[src/rtl/mips_pkg.sv]
// Shared types and widths for the MEM stage: FSM state encoding and datapath constants.
package mips_pkg;

    localparam int DATA_W     = 32;
    localparam int REG_ADDR_W = 5;

    typedef enum logic [1:0] {
        IDLE   = 2'd0,
        REQ    = 2'd1,
        WAIT_R = 2'd2,
        DONE   = 2'd3
    } mem_state_e;

    // Word accesses only: the two byte-offset bits must be clear.
    function automatic logic is_word_aligned(input logic [1:0] byte_offset);
        return byte_offset == 2'b00;
    endfunction

endpackage

[src/rtl/mem_wb_reg.sv]
// MEM/WB pipeline register. A bubble clears every field so write-back sees a no-op.
module mem_wb_reg
    import mips_pkg::*;
#(
    parameter int DATA_W     = mips_pkg::DATA_W,
    parameter int REG_ADDR_W = mips_pkg::REG_ADDR_W
) (
    input  logic                  clk,
    input  logic                  rst_n,
    input  logic                  bubble,
    input  logic                  reg_write,
    input  logic                  mem_to_reg,
    input  logic [DATA_W-1:0]     read_data,
    input  logic [DATA_W-1:0]     alu_res,
    input  logic [REG_ADDR_W-1:0] reg_dest,
    output logic                  wb_reg_write,
    output logic                  wb_mem_to_reg,
    output logic [DATA_W-1:0]     wb_read_data,
    output logic [DATA_W-1:0]     wb_alu_res,
    output logic [REG_ADDR_W-1:0] wb_reg_dest
);

    always_ff @(posedge clk or negedge rst_n) begin
        if (!rst_n) begin
            wb_reg_write  <= 1'b0;
            wb_mem_to_reg <= 1'b0;
            wb_read_data  <= '0;
            wb_alu_res    <= '0;
            wb_reg_dest   <= '0;
        end else if (bubble) begin
            wb_reg_write  <= 1'b0;
            wb_mem_to_reg <= 1'b0;
            wb_read_data  <= '0;
            wb_alu_res    <= '0;
            wb_reg_dest   <= '0;
        end else begin
            wb_reg_write  <= reg_write;
            wb_mem_to_reg <= mem_to_reg;
            wb_read_data  <= read_data;
            wb_alu_res    <= alu_res;
            wb_reg_dest   <= reg_dest;
        end
    end

endmodule

[src/rtl/mem_stage_ctrl.sv]
// MEM stage controller: issues one data-memory access at a time over req/gnt/rvalid,
// stalls the front of the pipeline until it completes, then loads MEM/WB.
module mem_stage_ctrl
    import mips_pkg::*;
#(
    parameter int DATA_W     = mips_pkg::DATA_W,
    parameter int REG_ADDR_W = mips_pkg::REG_ADDR_W
) (
    input  logic                  clk,
    input  logic                  rst_n,
    input  logic                  ex_valid,
    input  logic                  ex_mem_to_reg,
    input  logic                  ex_reg_write,
    input  logic                  ex_mem_read,
    input  logic                  ex_mem_write,
    input  logic [DATA_W-1:0]     ex_alu_res,
    input  logic [DATA_W-1:0]     ex_rt_data,
    input  logic [REG_ADDR_W-1:0] ex_reg_dest,
    output logic                  stall,
    output logic                  dmem_req,
    output logic                  dmem_we,
    output logic [DATA_W-1:0]     dmem_addr,
    output logic [DATA_W-1:0]     dmem_wdata,
    input  logic                  dmem_gnt,
    input  logic                  dmem_rvalid,
    input  logic [DATA_W-1:0]     dmem_rdata,
    output logic                  wb_reg_write,
    output logic                  wb_mem_to_reg,
    output logic [DATA_W-1:0]     wb_read_data,
    output logic [DATA_W-1:0]     wb_alu_res,
    output logic [REG_ADDR_W-1:0] wb_reg_dest,
    output logic                  misalign_err
);

    mem_state_e        state;
    mem_state_e        state_next;
    logic              mem_op;
    logic              aligned;
    logic              issue;
    logic              stall_int;
    logic              wb_bubble;
    logic [DATA_W-1:0] wb_read_sel;
    logic [DATA_W-1:0] load_buf;

    assign mem_op  = ex_valid & (ex_mem_read | ex_mem_write);
    assign aligned = is_word_aligned(ex_alu_res[1:0]);
    assign issue   = mem_op & aligned;

    always_ff @(posedge clk or negedge rst_n) begin
        if (!rst_n) begin
            state <= IDLE;
        end else begin
            state <= state_next;
        end
    end

    // dmem_we stays valid after the grant, so it tells a finished store from a pending load.
    always_comb begin
        state_next = state;
        case (state)
            IDLE:    if (issue)       state_next = REQ;
            REQ:     if (dmem_gnt)    state_next = dmem_we ? DONE : WAIT_R;
            WAIT_R:  if (dmem_rvalid) state_next = DONE;
            DONE:                     state_next = IDLE;
            default:                  state_next = IDLE;
        endcase
    end

    always_comb begin
        stall_int   = 1'b0;
        wb_bubble   = 1'b1;
        wb_read_sel = '0;
        case (state)
            IDLE: begin
                stall_int = issue;
                wb_bubble = mem_op;
            end
            REQ, WAIT_R: begin
                stall_int = 1'b1;
            end
            DONE: begin
                wb_bubble   = 1'b0;
                wb_read_sel = dmem_we ? '0 : load_buf;
            end
            default: begin
                stall_int = 1'b0;
            end
        endcase
    end

    // Gated by rst_n so an asserted reset forces stall low even with a memory op waiting.
    assign stall = rst_n & stall_int;

    always_ff @(posedge clk or negedge rst_n) begin
        if (!rst_n) begin
            dmem_req   <= 1'b0;
            dmem_we    <= 1'b0;
            dmem_addr  <= '0;
            dmem_wdata <= '0;
        end else if (state == IDLE && issue) begin
            dmem_req   <= 1'b1;
            dmem_we    <= ex_mem_write;
            dmem_addr  <= ex_alu_res;
            dmem_wdata <= ex_mem_write ? ex_rt_data : '0;
        end else if (state == REQ && dmem_gnt) begin
            dmem_req   <= 1'b0;
        end
    end

    always_ff @(posedge clk or negedge rst_n) begin
        if (!rst_n) begin
            load_buf     <= '0;
            misalign_err <= 1'b0;
        end else begin
            misalign_err <= (state == IDLE) && mem_op && !aligned;
            if (state == WAIT_R && dmem_rvalid) begin
                load_buf <= dmem_rdata;
            end
        end
    end

    mem_wb_reg #(
        .DATA_W     (DATA_W),
        .REG_ADDR_W (REG_ADDR_W)
    ) u_mem_wb_reg (
        .clk           (clk),
        .rst_n         (rst_n),
        .bubble        (wb_bubble),
        .reg_write     (ex_valid & ex_reg_write),
        .mem_to_reg    (ex_mem_to_reg),
        .read_data     (wb_read_sel),
        .alu_res       (ex_alu_res),
        .reg_dest      (ex_reg_dest),
        .wb_reg_write  (wb_reg_write),
        .wb_mem_to_reg (wb_mem_to_reg),
        .wb_read_data  (wb_read_data),
        .wb_alu_res    (wb_alu_res),
        .wb_reg_dest   (wb_reg_dest)
    );

endmodule
[config.mk]
export PLATFORM = sky130hd
export DESIGN_NAME = mem_stage_ctrl
export DESIGN_NICKNAME = d
export VERILOG_FILES = /design/src/rtl/mips_pkg.sv /design/src/rtl/mem_wb_reg.sv /design/src/rtl/mem_stage_ctrl.sv
export SDC_FILE = /design/constraint.sdc
export NUM_CORES = 1
export LEC_CHECK = 0
export ABC_CLOCK_PERIOD_IN_PS = 2730
export CAP_MARGIN = 30
export CORE_MARGIN = 2
export CORE_UTILIZATION = 45
export CTS_CLUSTER_SIZE = 24
export DETAILED_ROUTE_END_ITERATION = 10
export PLACE_DENSITY = 0.86
export SLEW_MARGIN = 25
export SYNTH_ARGS = -nofsm -noshare
export SYNTH_HDL_FRONTEND = slang
export SYNTH_SLANG_ARGS = --single-unit
[constraint.sdc]
create_clock -name clk -period 2.73 [get_ports clk]
set_input_delay 0.273 -clock clk [delete_from_list [all_inputs] [get_ports clk]]
set_output_delay 0.273 -clock clk [all_outputs]
set_load 0.005 [all_outputs]
==> results of run 1 <==
cells by family (layout without fill, tap and decap cells):
group	Yosys count	after routing	share of synthesized area [%]
compound gates	42	42	4.225
fa+ha+maj	5	5	0.9735
buf+inv	29	289	3.037
flops	172	172	66.98
mux	63	63	12.68
simple gates	147	147	12.11
per-layer routing:
layer	track usage, %	wire length (um)	vias to the layer above	part of all wire [%]
li1	-	-	1989	-
met4	9.375	422	0	2.8
met2	35.75	7802	176	51
met5	0	0	-	0
met3	7.288	1241	35	8.2
met1	22.80	5708	2108	38
per-stage QoR:
step / hold WS [ps] / area [sq um] / worst slack (ps)
final: 23.06 / 9652 / 128.7
after global routing: 116.5 / 9652 / -2.348
after CTS: 84.63 / 9644 / 19.05
after detailed placement: 459.0 / 9017 / 311.2
after global placement: 454.1 / 9017 / 393.4
after floorplan: -22.59 / 6426 / 1035
where the power goes:
part | switching, W | internal (W)
clock | 0.00101 | 0.00148
combinational | 0.00117 | 0.00221
sequential | 0.000457 | 0.00353
synth_stat cells (all sizes together):
cell type,n
clkbuf,10
a211oi,1
nor3b,1
o21a,1
and3b,1
o211ai,2
a22oi,1
o21ai,33
nand2,68
a32oi,1
nand2b,1
a31o,1
ha,5
mux2,63
and3,1
inv,4
a21oi,1
nor2b,1
nor2,2
o31ai,1
buf,15
dfrtp,172
and2,72
repair_timing:
| item | CTS | global route |
|---|---|---|
| hold buffers | 0 | 0 |
| resized for setup | 0 | 3 |
| endpoints found under the setup margin | 0 | 1 |
worst reg2reg max path, stage by stage (launching register included):
cell and delay, ps:
sky130_fd_sc_hd__dfrtp_1 400, sky130_fd_sc_hd__inv_1 110, sky130_fd_sc_hd__ha_2 210, sky130_fd_sc_hd__o211ai_2 100, sky130_fd_sc_hd__nand2b_4 180, sky130_fd_sc_hd__buf_12 370, sky130_fd_sc_hd__mux2_4 490
area by class of cell:
type / count / share of cell area, %
Multi-Input combinational cell: 257 / 20.04
Tap cell: 180 / 2.333
Clock inverter: 14 / 1.945
Clock buffer: 18 / 4.550
Sequential cell: 172 / 44.59
Inverter: 4 / 0.1556
Timing Repair Buffer: 253 / 26.38
worst paths after layout:
| check | from | cells past startpoint | end |
|---|---|---|---|
| max | state[1]$_DFFE_PN0P_ | 7 | stall |
| min | rst_n | 2 | dmem_addr[10]$_DFFE_PN0P_ |
| max reg2reg | state[1]$_DFFE_PN0P_ | 6 | dmem_we$_DFFE_PN0P_ |
| min reg2reg | load_buf[17]$_DFFE_PN0P_ | 1 | u_mem_wb_reg.wb_read_data[17]$_DFF_PN0_ |
| max in group asynchronous | rst_n | 2 | dmem_wdata[24]$_DFFE_PN0P_ |
| min in group clk | ex_rt_data[16] | 3 | dmem_wdata[16]$_DFFE_PN0P_ |
==> insert_results.sql, run 1 <==
INSERT INTO impl_metrics (metric_group, metric, value, unit) VALUES
('route', 'route.antenna.remaining_nets', '0', ''),
('cells_and_area', 'final_cell_mix', 'sky130_fd_sc_hd__clkdlybuf4s50_1 (247), sky130_fd_sc_hd__dfrtp_1 (172), sky130_fd_sc_hd__and2_1 (72)', ''),
('route', 'vias', '4308', ''),
('cells_and_area', 'multi_input_logic_area', '1934', 'sq um'),
('worst_setup_path', 'critPathCaptureType', 'output pin', ''),
('route', 'number_of_drc_markers_after_the_initial_detailed_route_iteration', '174', ''),
('power', 'total_leakage_power', '4.409', 'nW'),
('place', 'place.gp.congestion', '0.7690', ''),
('logic_synthesis', 'ys_seq_elements', '172', ''),
('power', 'pwr_density_cell', '1022', 'nW/um^2'),
('logic_synthesis', 'synth.yosys.warnings', '0', ''),
('worst_setup_path', 'required', '2460', 'ps'),
('timing', 'highest_clock_rate', '0.3844', 'GHz'),
('cells_and_area', 'layout_commonest_cell', 'sky130_fd_sc_hd__clkdlybuf4s50_1', ''),
('timing', 'final_max_slew_violation_count', '0', ''),
('grt', 'global_route.usage.total', '20.67', '%'),
('cells_and_area', 'final-seq-area', '4304', 'sq um'),
('die', 'fp.dieArea', '15250', 'sq um'),
('place', 'place.detailed.instances', '866', ''),
('worst_setup_path', 'critical-path-slowest-cell', 'sky130_fd_sc_hd__clkdlybuf4s50_1', ''),
('worst_setup_path', 'critPathMaxFanout', '4', ''),
('timing', 'tns', '0', 'ps'),
('power', 'irDropWorstVdd', '545.3', 'uV'),
('grt', 'grt_pass1_wl', '23500', 'um'),
('job', 'max_cap_viol_count', '0', ''),
('clock_tree', 'cts.path.max_buffers', '2', ''),
('clock_tree', 'clkSlewWorstSetupHoldPaths', '60', 'ps'),
('status', 'result_of_the_run', 'complete, no violations', ''),
('logic_synthesis', 'seq_area_frac_synth', '66.98', '%'),
('worst_setup_path', 'timing_worst_setup_path_type', 'flop to output pin', ''),
('cells_and_area', 'finalNonFillerCells', '898', ''),
('die', 'rows', '43', ''),
('grt', 'number_of_antenna_violations_at_the_first_check_in_global_routing', '0', ''),
('power', 'total_power', '0.009868', 'W'),
('route', 'drt_pass1_iterations', '4', ''),
('grt', 'residual_overflow_from_global_routing', '0', ''),
('grt', 'grt_start_max_net_pins', '173', ''),
('clock_tree', 'post_cts_buffers', '0', ''),
('logic_synthesis', 'leading_post_synthesis_cells_by_cell_area', 'sky130_fd_sc_hd__dfrtp_1 (67%), sky130_fd_sc_hd__and2_1 (7.0%), sky130_fd_sc_hd__mux2_4 (6.5%), sky130_fd_sc_hd__mux2_2 (5.6%), sky130_fd_sc_hd__nand2_1 (3.4%)', ''),
('cells_and_area', 'antenna_cells', '0', ''),
('logic_synthesis', 'mappedNetlistArea', '6426', 'sq um'),
('route', 'avgRoutedWirePerCell', '16.90', 'um'),
('logic_synthesis', 'mappedNetlistNets', '573', ''),
('cells_and_area', 'layout-area-overhead-vs-synth', '50.19', '%'),
('timing', 'final.setup_skew', '6.151', 'ps'),
('timing', 'fin_crit_sh', '95.28', '%'),
('logic_synthesis', 'yosysUniqueCellTypes', '34', ''),
('place', 'detailedPlacementHpwl', '10650', 'um'),
('worst_setup_path', 'worstPathCellList', 'inv_1, ha_2, o211ai_2, nand2b_4, nor2b_1, nor3b_2, clkdlybuf4s50_1', ''),
('timing', 'maxSlewHeadroom', '40.63', '%'),
('die', 'floorplan.initialDensity', '46.12', '%'),
('die', 'placeableCoreArea', '13930', 'sq um'),
('logic_synthesis', 'synth_area_leader_cell', 'sky130_fd_sc_hd__dfrtp_1', ''),
('worst_setup_path', 'r2r_slack', '760', 'ps'),
('clock_tree', 'cts_root_buf', 'sky130_fd_sc_hd__clkbuf_16', ''),
('die', 'num_io_pins', '249', ''),
('clock_tree', 'clock_tree_from_tritoncts', 'yes', ''),
('worst_setup_path', 'cp_arrival', '2330', 'ps'),
('worst_setup_path', 'cp_slowest_stage_delay', '510', 'ps'),
('die', 'chipHeight', '123.5', 'um'),
('timing', 'setup_viol_count_final', '0', ''),
('cells_and_area', 'utilization', '69.26', '%'),
('clock_tree', 'worst_skew_pair.late_latency', '420', 'ps'),
('route', 'remaining_drc_errors', '0', ''),
('logic_synthesis', 'syn_inst', '458', ''),
('route', 'totalWireLength', '15180', 'um'),
('worst_setup_path', 'timing.critical_path.from_type', 'flop', ''),
('cells_and_area', 'layout-drive-gt1-share', '16.99', '%'),
('clock_tree', 'number_of_levels_in_the_clock_h_tree', '4', ''),
('logic_synthesis', 'post_synth.cell_area_avg', '14.03', 'sq um'),
('timing', 'finalCriticalPeriod', '2601', 'ps');
(Power assumes the default switching activity.)
==> run 2, diff against run 1 <==
SLEW_MARGIN = 20   (was 25)
==> results of run 2 <==
No change in the layout: final DEF, timing and power equal those of run 1.
==> run 3, diff against run 2 <==
SKIP_LAST_GASP = 1   (was default)
==> results of run 3 <==
No change in the layout: final DEF, timing and power equal those of run 1.
